**config.mk**
```make
export PLATFORM = sky130hd
export DESIGN_NAME = rca_32
export DESIGN_NICKNAME = d
export VERILOG_FILES = /design/src/rtl/rca_32.sv
export SDC_FILE = /design/constraint.sdc
export NUM_CORES = 1
export LEC_CHECK = 0
export CORE_UTILIZATION = 25
export CTS_CLUSTER_DIAMETER = 80
export DETAILED_ROUTE_END_ITERATION = 8
export MAX_ROUTING_LAYER = met4
export PLACE_DENSITY = 0.69
export SYNTH_ARGS = -nofsm -noshare
export SYNTH_HDL_FRONTEND = slang
export SYNTH_SLANG_ARGS = --single-unit
```
**constraint.sdc**
```tcl
create_clock -name clk -period 0.8 [get_ports clk]
set_clock_uncertainty 0.1 [all_clocks]
set_input_delay 0.08 -clock clk [delete_from_list [all_inputs] [get_ports clk]]
set_output_delay 0.08 -clock clk [all_outputs]
set_load 0.02 [all_outputs]
```
**src/rtl/rca_32.sv**
```systemverilog
// Registered ripple-carry adder: {Cout,Sum} = A + B + Cin, one cycle of latency.
// The sum comes from an explicit chain of 1-bit full-adder cells.
// The carry ripples strictly from the LSB to the MSB, with no lookahead or select logic.

// One full-adder cell. The carry-out uses the generate/propagate form.
module rca_32_fa_cell (
  input  logic a,
  input  logic b,
  input  logic ci,
  output logic s,
  output logic co
);

  logic p;

  assign p  = a ^ b;
  assign s  = p ^ ci;
  assign co = (a & b) | (ci & p);

endmodule

module rca_32 #(
  parameter int WIDTH = 32
) (
  input  logic             clk,
  input  logic             rst_n,
  input  logic [WIDTH-1:0] A,
  input  logic [WIDTH-1:0] B,
  input  logic             Cin,
  output logic [WIDTH-1:0] Sum,
  output logic             Cout
);

  // carry[i] is the carry into bit i. carry[WIDTH] is the unsigned overflow.
  logic [WIDTH:0]   carry;
  logic [WIDTH-1:0] sum_comb;

  assign carry[0] = Cin;

  for (genvar i = 0; i < WIDTH; i++) begin : g_cell
    rca_32_fa_cell u_cell (
      .a  (A[i]),
      .b  (B[i]),
      .ci (carry[i]),
      .s  (sum_comb[i]),
      .co (carry[i+1])
    );
  end

  // Output register: clears at once on reset, and otherwise captures the chain result on every edge.
  always_ff @(posedge clk or negedge rst_n) begin
    if (!rst_n) begin
      Sum  <= '0;
      Cout <= 1'b0;
    end else begin
      Sum  <= sum_comb;
      Cout <= carry[WIDTH];
    end
  end

endmodule

```
==> flow_metrics.py, run 1 <==
metrics = {
    "finish": {
        "final_util_pct": 50.1,
        "regArea_um2": 826,
        "antenna_cells": 0,
        "fillers": 500,
        "drive_gt1_share_pct": 44.6,
        "mostFrequentLayoutCell": "clkdlybuf4s50_1",
        "multi_input_area_um2": 721,
        "area_growth_pct": 87.8,
        "num-nets-final": 282,
        "layout_common_cells": "clkdlybuf4s50_1, buf_6, dfrtp_1",
    },
    "yosys": {
        "synth_compound_area_share_pct": 0,
        "synthesis.nets": 174,
        "muxShareOfSynthArea_pct": 0,
        "synth_seq_cells": 33,
        "netlist_area_um2": 1500,
        "synth.distinct_cells": 3,
        "syn_inst": 75,
        "synthAdderAreaFrac_pct": 42.6,
        "yosysSeqAreaShare_pct": 54.9,
        "yosysWarningCount": 0,
        "synth-simple-area-share_pct": 0,
        "synth_top_family_by_area": "adder cells",
        "synth_area_per_cell_um2": 20.1,
        "synth_xor_xnor_area_share_pct": 0,
    },
    "setup_path": {
        "critical_path.top_delay_family": "adder cells",
        "cp-start-kind": "input pin",
        "worstPathArrival_ns": 11.46,
        "end_kind": "flip-flop",
        "cp.required_ns": 0.93,
        "crit_buf_inv": 5,
        "critPathSlowestCell": "fa_2",
        "critical_path_class": "input pin to flip-flop",
        "critical_path.max_stage_delay_ns": 0.43,
        "worst_path_most_repeated_cell": "fa_2",
        "crit_fanout": 1,
    },
    "power_and_ir_drop": {
        "peakVddDrop_uv": 815,
        "pwr_density_cell_nw_per_um2": 1950,
        "p_leak_nw": 1.17,
    },
    "placement": {
        "gp_congestion": 0.666,
        "dp_hpwl_um": 2580,
        "port_buffers": 99,
    },
    "floorplanning": {
        "die_h_um": 79.6,
        "die_w_um": 79.6,
        "core_um2": 5640,
        "start_util_pct": 26.7,
        "rows": 27,
        "dieArea_um2": 6330,
        "num_io_pins": 100,
    },
    "sta": {
        "drv_slew": 0,
        "min_period_ns": 11.33,
        "finalSetupTns_ns": -181.05,
        "setup_viol": 65,
        "fin_crit_sh_pct": 1420,
        "rsz0062_at_grt": "yes",
        "hold_viol": 0,
        "worst_slack_ns": -10.53,
        "slew_headroom_pct": 88.4,
        "max_freq_mhz": 88.2,
        "tightest_slew_ns": 0.174,
    },
    "global_routing": {
        "grt_max_degree": 34,
        "grt_remaining_overflow": 0,
        "antenna_found_initial": 0,
        "groute.usage.overall_pct": 11.1,
        "grt_pass1_wl_um": 4970,
        "first_global_vias": 1110,
    },
    "hold_path": {
        "min_to": "Sum[0]",
        "worstHoldPathType": "input pin to flip-flop",
        "min_from": "A[0]",
        "min_path_cells": 2,
    },
    "run_status": {
        "violations": "negative setup slack",
        "status": "finished, violations left",
    },
    "route": {
        "drtPass1Iterations": 2,
        "vias": 986,
        "drt-vias-per-instance": 3.85,
        "drc_errors": 0,
        "wl_per_cell_um": 11.8,
        "drtAntennaViolNets": 0,
        "routed_wl_um": 3030,
        "drtIter0Drc": 2,
    },
    "clock_network": {
        "cts_tree": "done",
        "cts_setup_buffers": 0,
        "cts.sinks": 33,
        "cts_buffers": 5,
        "root_buffer": "clkbuf_8",
        "cts-htree-levels": 2,
        "cts.clk_slew.worst_paths_ns": 0.07,
        "hold_buffers": 1,
        "clock_path_buffers": 2,
    },
    "run": {
        "max_cap_viol_count": 0,
    },
}
-- logic make-up (layout without fill, tap and decap cells) --
logic type,Yosys count,count (layout)
adders and majority gates,32,32
buffers and inverters,10,119
DFF,33,33
-- through the flow --
step	setup WS (ns)	total power (W)	hold slack [ns]	area, µm²	instances
6_report	-10.53	0.00551	0.00574	2820	256
4_1_cts	-10.58	0.00562	-0.00295	2820	256
5_1_grt	-10.81	0.00586	-0.00971	2820	256
3_3_place_gp	-11.13	0.00404	-0.0525	2680	247
2_1_floorplan	-10.43	0.00285	-0.316	1580	75
3_5_place_dp	-11.20	0.00409	-0.0493	2680	247
-- Yosys cell counts --
| master | count | area [µm²] |
|---|---|---|
| dfrtp_1 | 33 | 826 |
| fa_1 | 32 | 641 |
| inv_1 | 10 | 37.5 |
-- per-layer routing --
layer	track usage, %	part of all wire [%]	vias up
li1	-	-	430
met3	4.69	10	6
met4	3.82	1.3	0
met1	11.4	33	490
met5	-	0	-
met2	19.1	56	60
-- cell type report --
class | count | share of cell area, %
repair buffers | 101 | 37.1
flip-flops and latches | 33 | 29.2
multi-input cells | 32 | 25.5
clock buffers | 7 | 3.41
well taps | 72 | 3.19
inverters | 10 | 1.33
clock inverters | 1 | 0.177
-- state kept, by name (all words and copies together) (netlist names) --
signal and flops:
Sum 32, Cout 1
-- power by group --
group / internal [W] / switching (W)
combinational: 0.00112 / 0.000880
clock: 0.000777 / 0.000586
sequential: 0.00200 / 0.000151
-- repair_timing --
item	in CTS	in global routing
hold endpoints to repair	34	1
setup endpoints to repair	66	65
resized for setup	214	1
gates cloned	0	0
-- how the worst max path moves through the flow --
stage,start,to,slack [ns],cells after the start
finish,A[0],Sum[31],-10.53,37
global route,A[0],Sum[31],-10.81,37
CTS,A[0],Sum[31],-10.58,37
detailed placement,A[0],Sum[31],-11.20,37
global placement,A[0],Sum[31],-11.13,37
floorplan,A[0],Sum[31],-10.43,36
Power figures use the tool's default switching activity.
==> run 2, diff against run 1 <==
CAP_MARGIN = 20   (was default)
clock period = 11.15 ns   (was 0.8 ns; I/O delays follow)
==> run 2 against run 1 <==
The flow still finishes with violations (negative setup slack). Worst setup slack improved by 9.3 ns. Largest power group unchanged. Utilization is 1.6 points lower. Clock power is 94% lower. Worst hold slack improved by 0.79 ns. Combinational power shrank 93%. Largest cell class unchanged. Die area did not move. Design area is 3.2% lower.
==> flow_metrics.py, run 2 (synthesis results as in run 1) <==
metrics = {
    "run_status": {
        "status": "finished, violations left",
        "violations": "negative setup slack",
    },
    "clock_network": {
        "root_buffer": "clkbuf_8",
        "cts_tree": "done",
        "cts.sinks": 33,
        "clock_path_buffers": 2,
        "cts_setup_buffers": 0,
        "hold_buffers": 0,
        "cts_buffers": 5,
        "cts.clk_slew.worst_paths_ns": 0.06,
        "cts-htree-levels": 2,
    },
    "floorplanning": {
        "core_um2": 5640,
        "dieArea_um2": 6330,
        "num_io_pins": 100,
        "die_w_um": 79.6,
        "rows": 27,
        "start_util_pct": 26.7,
        "die_h_um": 79.6,
    },
    "setup_path": {
        "cp-start-kind": "input pin",
        "critical_path_class": "input pin to flip-flop",
        "timing.critical_path.from": "Cin",
        "worst_path_most_repeated_cell": "fa_2",
        "critPathSlowestCell": "fa_2",
        "critical_path.max_stage_delay_ns": 0.42,
        "worstPathArrival_ns": 12.47,
        "crit_fanout": 1,
        "cp.required_ns": 11.27,
        "end_kind": "flip-flop",
    },
    "placement": {
        "place_inst": 246,
        "port_buffers": 99,
        "post_dp_cell_area_um2": 2660,
        "gp_congestion": 0.707,
        "dp_hpwl_um": 2670,
    },
    "finish": {
        "design_area_um2": 2730,
        "num-nets-final": 280,
        "largest_reg_flops": 32,
        "top_regs": "Sum: 32 flops, Cout: 1 flops",
        "drive_gt1_share_pct": 24.2,
        "area_growth_pct": 81.8,
        "stdcell_count": 254,
        "top_register": "Sum",
        "fillers": 496,
        "antenna_cells": 0,
        "layout_common_cells": "clkdlybuf4s50_1, dfrtp_1, fa_2",
        "mostFrequentLayoutCell": "clkdlybuf4s50_1",
        "final_util_pct": 48.5,
    },
    "global_routing": {
        "first_global_vias": 1129,
        "grt_max_degree": 34,
        "groute.usage.overall_pct": 11.5,
        "grt_remaining_overflow": 0,
        "grt_pass1_wl_um": 5130,
        "antenna_found_initial": 0,
    },
    "power_and_ir_drop": {
        "power.total_w": 0.000369,
        "swShare_pct": 29.1,
        "p_comb_share_pct": 37.3,
        "seqPwrFrac_pct": 40.2,
        "peakVddDrop_uv": 50.4,
        "power.internal_w": 0.000262,
        "power_frac_clock_pct": 22.5,
        "pwr_density_cell_nw_per_um2": 135,
        "p_leak_nw": 1.08,
        "switchingPower_w": 0.000107,
    },
    "hold_path": {
        "worstHoldPathType": "input pin to asynchronous set/reset pin",
    },
    "route": {
        "drtPass1Iterations": 2,
        "drtIter0Drc": 16,
        "drc_errors": 0,
        "drtAntennaViolNets": 0,
        "drt-vias-per-instance": 3.85,
        "wl_per_cell_um": 12.0,
        "routed_wl_um": 3040,
        "vias": 977,
    },
    "sta": {
        "fin_crit_sh_pct": 111,
        "setup_viol": 5,
        "worst_slack_ns": -1.20,
        "slew_headroom_pct": 51.3,
        "drv_slew": 0,
        "rsz0062_at_grt": "yes",
        "tightest_slew_ns": 0.731,
        "min_period_ns": 12.35,
        "hold_viol": 0,
        "max_freq_mhz": 81.0,
    },
    "run": {
        "max_cap_viol_count": 0,
    },
}
==> run 2: area by class of cell <==
class	instances	area, µm²	share of cell area [%]
timing repair buffer	99	980	35.8
sequential	33	826	30.2
multi-input combinational	32	721	26.4
tap	72	90.1	3.30
clock buffer	8	80.1	2.93
inverter	10	37.5	1.37
==> run 2: what timing repair did <==
| action | 4_1_cts | 5_1_grt |
|---|---|---|
| pin swaps | 1 | 0 |
| setup endpoints to repair | 6 | 6 |
| resized for setup | 16 | 1 |
==> run 2: worst max-delay path, delay by kind of cell <==
| family | cells | cell delay [ns] |
|---|---|---|
| buf+inv | 5 | 0.32 |
| fa+ha+maj | 32 | 11.03 |
==> run 2: power by group through the flow <==
stage | clock [W] | sequential (W) | combinational (W)
after CTS | 0.0000885 | 0.000149 | 0.000142
after detailed placement | 0 | 0.000151 | 0.000141
after global routing | 0.0000953 | 0.000151 | 0.000151
final | 0.0000830 | 0.000149 | 0.000138
after floorplan | 0 | 0.000183 | 0.0000216
after global placement | 0 | 0.000151 | 0.000138
==> run 2: worst max path at each step <==
| stage | to | slack, ns | cells past startpoint |
|---|---|---|---|
| 2_1_floorplan | Sum[31] | -1.12 | 36 |
| 3_3_place_gp | Sum[31] | -1.80 | 37 |
| 3_5_place_dp | Sum[31] | -1.88 | 37 |
| 4_1_cts | Sum[31] | -1.24 | 37 |
| 5_1_grt | Sum[31] | -1.50 | 37 |
| 6_report | Sum[31] | -1.20 | 37 |
==> run 2: through the flow <==
stage | hold slack [ns] | setup WS (ns) | TNS, ns
floorplan | 0.719 | -1.12 | -3.40
global placement | 1.12 | -1.80 | -7.26
detailed placement | 1.12 | -1.88 | -7.73
CTS | 0.815 | -1.24 | -3.86
global route | 0.844 | -1.50 | -5.20
finish | 0.799 | -1.20 | -3.66
==> run 2: layer usage <==
metal | GRT usage (%) | vias to the layer above | part of all wire (%)
met1 | 12.1 | 484 | 33
li1 | - | 426 | -
met5 | - | - | 0
met4 | 4.36 | 0 | 1.6
met2 | 19.1 | 60 | 55
met3 | 5.03 | 7 | 11
